===== src/rtl/mcsr_pkg.sv =====
// Shared constants, types and helpers for the machine counter/HPM CSR block.
package mcsr_pkg;

    localparam int CNT_WIDTH_MIN  = 33;
    localparam int CNT_WIDTH_MAX  = 64;
    localparam int NUM_HPM_MAX    = 29;
    localparam int NUM_EVENTS_MAX = 31;

    localparam logic [11:0] ADDR_MCYCLE        = 12'hB00;
    localparam logic [11:0] ADDR_MINSTRET      = 12'hB02;
    localparam logic [11:0] ADDR_MHPMCNT3      = 12'hB03;
    localparam logic [11:0] ADDR_HI_OFFSET     = 12'h080;
    localparam logic [11:0] ADDR_MCOUNTINHIBIT = 12'h320;
    localparam logic [11:0] ADDR_MHPMEVENT3    = 12'h323;

    typedef logic [4:0] evt_sel_t;

    // Counter k: 0 = mcycle, 1 = minstret, 2+i = mhpmcounter(3+i).
    function automatic logic [11:0] cnt_lo_addr(input int k);
        return (k == 0) ? ADDR_MCYCLE : 12'(ADDR_MCYCLE + 12'(k + 1));
    endfunction

    function automatic logic [31:0] inhibit_mask(input int num_hpm);
        logic [31:0] m;
        m = 32'h0000_0005;
        for (int i = 0; i < num_hpm; i++) begin
            m[3 + i] = 1'b1;
        end
        return m;
    endfunction

    // Out-of-range selects collapse to 0, which never counts.
    function automatic evt_sel_t evt_warl(input logic [30:0] v, input int num_events);
        return (v > 31'(num_events)) ? 5'd0 : v[4:0];
    endfunction

endpackage


===== src/rtl/mhpm_counter.sv =====
// One CNT_WIDTH-bit counter with 32-bit half writes, enable-gated increment and wrap flag.
module mhpm_counter
    import mcsr_pkg::*;
#(
    parameter int CNT_WIDTH = 64
) (
    input  logic        clk,
    input  logic        rst,
    input  logic        inc,
    input  logic        wr_lo,
    input  logic        wr_hi,
    input  logic [31:0] wdata,
    output logic [63:0] value,
    output logic        wrap
);

    logic [CNT_WIDTH-1:0] cnt_r;
    logic [CNT_WIDTH-1:0] cnt_next_s;
    logic [63:0]          cur_s;
    logic [63:0]          wr_val_s;

    assign cur_s = 64'(cnt_r);
    assign value = cur_s;

    // Next-value selection: a CSR write wins over the increment and is loaded as-is.
    always_comb begin
        wr_val_s   = cur_s;
        cnt_next_s = cnt_r;
        wrap       = 1'b0;
        if (wr_lo) begin
            wr_val_s[31:0] = wdata;
            cnt_next_s     = wr_val_s[CNT_WIDTH-1:0];
        end else if (wr_hi) begin
            wr_val_s[63:32] = wdata;
            cnt_next_s      = wr_val_s[CNT_WIDTH-1:0];
        end else if (inc) begin
            cnt_next_s = cnt_r + CNT_WIDTH'(1);
            wrap       = &cnt_r;
        end else begin
            cnt_next_s = cnt_r;
        end
    end

    // Counter state register.
    always_ff @(posedge clk) begin
        if (rst) begin
            cnt_r <= {CNT_WIDTH{1'b0}};
        end else begin
            cnt_r <= cnt_next_s;
        end
    end

endmodule


===== src/rtl/mhpm_csr.sv =====
// Machine cycle/instret/HPM counter CSR block with zero-latency reads.
// Optional sticky overflow bits and interrupt: define MHPM_OVERFLOW_IRQ_EN.
module mhpm_csr
    import mcsr_pkg::*;
#(
    parameter int NUM_HPM    = 4,
    parameter int NUM_EVENTS = 8,
    parameter int CNT_WIDTH  = 64
) (
    input  logic                  clk,
    input  logic                  rst,
    input  logic                  csr_read,
    input  logic                  csr_write,
    input  logic [11:0]           csr_address,
    input  logic [31:0]           csr_writedata,
    output logic [31:0]           csr_readdata,
    output logic                  csr_hit,
    input  logic                  i_retire,
    input  logic [NUM_EVENTS-1:0] i_events,
    output logic                  o_hpm_overflow_irq
);

    localparam int          NUM_CNT      = 2 + NUM_HPM;
    localparam int          HPM_N        = (NUM_HPM > 0) ? NUM_HPM : 1;
    localparam logic [31:0] INHIBIT_MASK = inhibit_mask(NUM_HPM);

    logic [31:0]        inhibit_r;
    evt_sel_t           evt_sel_r [HPM_N];
    logic [HPM_N-1:0]   evt_wr_s;
    logic [HPM_N-1:0]   of_s;
    logic [NUM_CNT-1:0] inc_s;
    logic [NUM_CNT-1:0] wr_lo_s;
    logic [NUM_CNT-1:0] wr_hi_s;
    logic [NUM_CNT-1:0] wrap_s;
    logic [63:0]        cnt_val_s [NUM_CNT];
    logic [31:0]        evt_ext_s;
    logic [31:0]        rd_s;

    // Bit 0 is a constant zero so that select 0 never counts.
    assign evt_ext_s = 32'({i_events, 1'b0});
    assign inc_s[0]  = ~inhibit_r[0];
    assign inc_s[1]  = i_retire & ~inhibit_r[2];

    for (genvar k = 0; k < NUM_CNT; k++) begin : g_cnt
        assign wr_lo_s[k] = csr_write && (csr_address == cnt_lo_addr(k));
        assign wr_hi_s[k] = csr_write && (csr_address == (cnt_lo_addr(k) | ADDR_HI_OFFSET));
        mhpm_counter #(.CNT_WIDTH(CNT_WIDTH)) u_cnt (
            .clk   (clk),
            .rst   (rst),
            .inc   (inc_s[k]),
            .wr_lo (wr_lo_s[k]),
            .wr_hi (wr_hi_s[k]),
            .wdata (csr_writedata),
            .value (cnt_val_s[k]),
            .wrap  (wrap_s[k])
        );
    end

    for (genvar i = 0; i < NUM_HPM; i++) begin : g_hpm
        assign evt_wr_s[i]  = csr_write && (csr_address == 12'(ADDR_MHPMEVENT3 + 12'(i)));
        assign inc_s[2 + i] = evt_ext_s[evt_sel_r[i]] & ~inhibit_r[3 + i];
    end
    if (NUM_HPM == 0) begin : g_no_hpm
        assign evt_wr_s = 1'b0;
    end

    // Inhibit mask and event selects; new values steer increments from the next cycle.
    always_ff @(posedge clk) begin
        if (rst) begin
            inhibit_r <= 32'h0000_0000;
            for (int i = 0; i < HPM_N; i++) begin
                evt_sel_r[i] <= 5'd0;
            end
        end else begin
            if (csr_write && (csr_address == ADDR_MCOUNTINHIBIT)) begin
                inhibit_r <= csr_writedata & INHIBIT_MASK;
            end
            for (int i = 0; i < NUM_HPM; i++) begin
                if (evt_wr_s[i]) begin
                    evt_sel_r[i] <= evt_warl(csr_writedata[30:0], NUM_EVENTS);
                end
            end
        end
    end

`ifdef MHPM_OVERFLOW_IRQ_EN
    logic [HPM_N-1:0] of_r;
    logic [HPM_N-1:0] of_next_s;
    logic             irq_r;

    // Sticky overflow: a wrap beats a same-cycle software clear.
    always_comb begin
        of_next_s = of_r;
        for (int i = 0; i < NUM_HPM; i++) begin
            if (wrap_s[2 + i]) begin
                of_next_s[i] = 1'b1;
            end else if (evt_wr_s[i]) begin
                of_next_s[i] = csr_writedata[31];
            end else begin
                of_next_s[i] = of_r[i];
            end
        end
    end

    // Overflow bits and the interrupt derived from their next state.
    always_ff @(posedge clk) begin
        if (rst) begin
            of_r  <= {HPM_N{1'b0}};
            irq_r <= 1'b0;
        end else begin
            of_r  <= of_next_s;
            irq_r <= |of_next_s;
        end
    end

    assign of_s               = of_r;
    assign o_hpm_overflow_irq = irq_r;
`else
    assign of_s               = {HPM_N{1'b0}};
    assign o_hpm_overflow_irq = 1'b0;
`endif

    // Read mux: each matching register ORs in its value; no match yields zero.
    always_comb begin
        rd_s = 32'h0000_0000;
        for (int k = 0; k < NUM_CNT; k++) begin
            rd_s |= (csr_address == cnt_lo_addr(k)) ? cnt_val_s[k][31:0] : 32'h0000_0000;
            rd_s |= (csr_address == (cnt_lo_addr(k) | ADDR_HI_OFFSET)) ? cnt_val_s[k][63:32] : 32'h0000_0000;
        end
        rd_s |= (csr_address == ADDR_MCOUNTINHIBIT) ? inhibit_r : 32'h0000_0000;
        for (int i = 0; i < NUM_HPM; i++) begin
            rd_s |= (csr_address == 12'(ADDR_MHPMEVENT3 + 12'(i))) ?
                    {of_s[i], 26'h0, evt_sel_r[i]} : 32'h0000_0000;
        end
    end

    assign csr_readdata = csr_read ? rd_s : 32'h0000_0000;
    assign csr_hit      = (csr_address[11:5] == 7'b1011_000) ||
                          (csr_address[11:5] == 7'b1011_100) ||
                          (csr_address == ADDR_MCOUNTINHIBIT) ||
                          ((csr_address >= ADDR_MHPMEVENT3) && (csr_address <= 12'h33F));

endmodule


===== config.mk =====
export PLATFORM = sky130hd
export DESIGN_NAME = mhpm_csr
export DESIGN_NICKNAME = d
export VERILOG_FILES = /design/src/rtl/mcsr_pkg.sv /design/src/rtl/mhpm_counter.sv /design/src/rtl/mhpm_csr.sv
export SDC_FILE = /design/constraint.sdc
export NUM_CORES = 2
export LEC_CHECK = 0
export CAP_MARGIN = 30
export CORE_UTILIZATION = 45
export CTS_BUF_LIST = sky130_fd_sc_hd__clkbuf_4 sky130_fd_sc_hd__clkbuf_8
export CTS_CLUSTER_SIZE = 25
export DETAILED_ROUTE_END_ITERATION = 12
export GPL_TIMING_DRIVEN = 0
export PLACE_DENSITY = 0.71
export SYNTH_ARGS = -nofsm -noshare
export SYNTH_HDL_FRONTEND = slang
export SYNTH_HIERARCHICAL = 1
export SYNTH_SLANG_ARGS = --single-unit

===== constraint.sdc =====
create_clock -name clk -period 3.9 [get_ports clk]
set_input_delay 0.78 -clock clk [delete_from_list [all_inputs] [get_ports clk]]
set_output_delay 0.78 -clock clk [all_outputs]
set_load 0.01 [all_outputs]

==> impl_metrics.py <==
metrics = {
    "run_status": {
        "status": "complete, but fails checks",
        "violations": "setup timing",
    },
    "critical_path": {
        "cp_max_fo": 10,
        "start_kind": "primary input",
        "cp-end-kind": "output port",
        "path_class": "in2out",
        "crit_arrival_ns": 3.22,
        "critPathRequiredTime_ns": 3.12,
    },
    "synth": {
        "syn_area_per_cell_um2": 7.47,
        "syn_area_um2": 30800,
        "syn_inst": 4123,
        "ys_warn_count": 6,
    },
    "timing": {
        "hold_viol": 0,
        "rsz0062_at_grt": "true",
        "period_minus_slack_ns": 4.00,
        "fin_crit_sh_pct": 102,
        "setup_slack_ns": -0.0964,
        "finalClockSkew_ns": 0.0379,
        "setup_viol": 20,
        "max_freq_ghz": 0.250,
        "fin_setup_tns_ns": -0.855,
        "slew_viol_final": 0,
        "slew-limit-headroom_pct": 19.6,
        "tightest_slew_ns": 1.20,
        "timing.hold.ws_ns": 0.477,
    },
    "placed_design": {
        "dp_slack_ns": -1.66,
        "port_buffers": 89,
        "place_congestion": 1.12,
        "place_hpwl_um": 131000,
    },
    "global_route": {
        "grt.total_usage_pct": 50.0,
        "antenna_found_initial": 19,
        "grt_max_degree": 20,
        "grt-ovfl-total": 0,
        "grt_pass1_vias": 34300,
        "grt_pass1_wl_um": 254000,
    },
    "pwr": {
        "ir_worst_vdd_mv": 0.244,
        "power_density_nw_per_um2": 292,
        "p_leak_nw": 11.4,
    },
    "route": {
        "via_count": 39300,
        "vias_per_cell": 7.42,
        "dr.pass1.iters": 9,
        "drc": 0,
        "ant_nets": 0,
        "dr.max_layer_used": "met5",
        "met2_length_um": 68300,
        "routed_wl_um": 181000,
        "wl_met1_um": 66400,
        "wl_met3_um": 30300,
        "wl_per_cell_um": 34.2,
        "drt-initial-drc-count": 7463,
    },
    "floorplanning": {
        "initial_utilization_pct": 45.6,
        "fp-row-count": 95,
        "num_io_pins": 91,
        "coreArea_um2": 67500,
        "die_h_um": 264,
        "die_area_um2": 69500,
        "dieWidth_um": 264,
    },
    "cts": {
        "cts_tree": "yes",
        "clockBufferDepth": 3,
        "clock-sinks": 410,
        "clkTransAtPathRegs_ns": 0.06,
        "cts_buffers": 83,
        "cts_max_level": 3,
        "cts-root-buf": "clkbuf_8",
        "clk_latency_ns": 0.73,
    },
    "worst_hold_path": {
        "hold_path.class": "reg2reg",
    },
    "cells_and_area": {
        "fin_nets": 4403,
        "area_growth_pct": 16.4,
        "drive_gt1_share_pct": 12.1,
    },
    "run": {
        "cap_violations": 0,
    },
}
[layout make-up]
class                      instances  area (um2)
buffer                           263        1390
sequential                       410        8410
fill                            6665       31600
clock inverter                    17         169
timing repair buffer             137        1170
multi-input combinational       3386       21700
inverter                          59         221
clock buffer                     132        1640
antenna                           21        52.6
tap                              873        1090
[power by group]
group	internal [mW]	switching (mW)
clock	2.86	2.20
combinational	0.261	0.827
sequential	4.25	0.0668
total	7.37	3.10
[registers in the layout, indices dropped and copies added (netlist names)]
| register | count |
|---|---|
| evt_sel_r | 20 |
| inhibit_r | 6 |
| g_cnt.u_cnt/value | 384 |
[metal layers]
layer  vias up  GRT usage, %
met5         -             0
met3       908          17.6
met4         6          36.3
li1      16300             -
met2      3756          67.2
met1     18400          65.4
[timing repair]
item | CTS | global route
endpoints found under the setup margin | 400 | 143
buffers inserted | 25 | 11
gates resized for setup | 293 | 60
pin swaps | 57 | 18
hold buffers | 0 | 0
[per-stage QoR]
stage | total power, mW | instance area (um2) | utilization [%] | instances
after floorplan | 4.77 | 30800 | - | 4127
after global placement | 5.34 | 32800 | 48.6 | 5089
after detailed placement | 5.34 | 32900 | 48.7 | 5099
after CTS | 10.4 | 35700 | 52.9 | 5268
after global routing | 10.6 | 35800 | 53.1 | 5278
final | 10.5 | 35900 | 53.1 | 5298
[worst paths after layout]
check / startpoint / endpoint / slack, ns / cells past startpoint
setup reg to reg: evt_sel_r[0][0] / g_cnt[2].u_cnt/value[26] / 0.11 / 12
hold reg to reg: inhibit_r[4] / inhibit_r[4] / 0.48 / 2
setup / recovery: csr_address[7] / csr_readdata[6] / -0.1 / 9
hold / removal: inhibit_r[4] / inhibit_r[4] / 0.48 / 2
[cell usage in the layout (no fill, tap or decap), types with 30 or more instances in the layout]
cell type,instances
nand3_1,227
o21ai_0,99
a21oi_1,212
buf_2,52
inv_1,59
a31oi_1,69
nor3_1,115
dfxtp_1,390
and4_1,36
mux2_2,39
xor2_1,102
o211ai_1,39
nand4_1,199
and3_1,90
nand2_1,493
clkbuf_8,111
or4_1,49
and2_1,34
clkbuf_4,34
xnor2_1,61
nor4_1,135
buf_4,46
clkbuf_1,142
or3_1,73
a211oi_1,118
nor2_1,367
o311ai_1,30
mux2i_1,126
o22ai_1,31
buf_1,43
a22oi_1,79
[worst max-delay path: stages]
cell             delay (ns)
clkdlybuf4s15_2        0.26
buf_12                 0.19
buf_12                 0.21
buf_6                  0.23
nand3b_1               0.15
o211ai_1               0.17
a222oi_1               0.59
a31oi_2                0.26
dlygate4sd2_1          0.35
(Power assumes the default switching activity.)
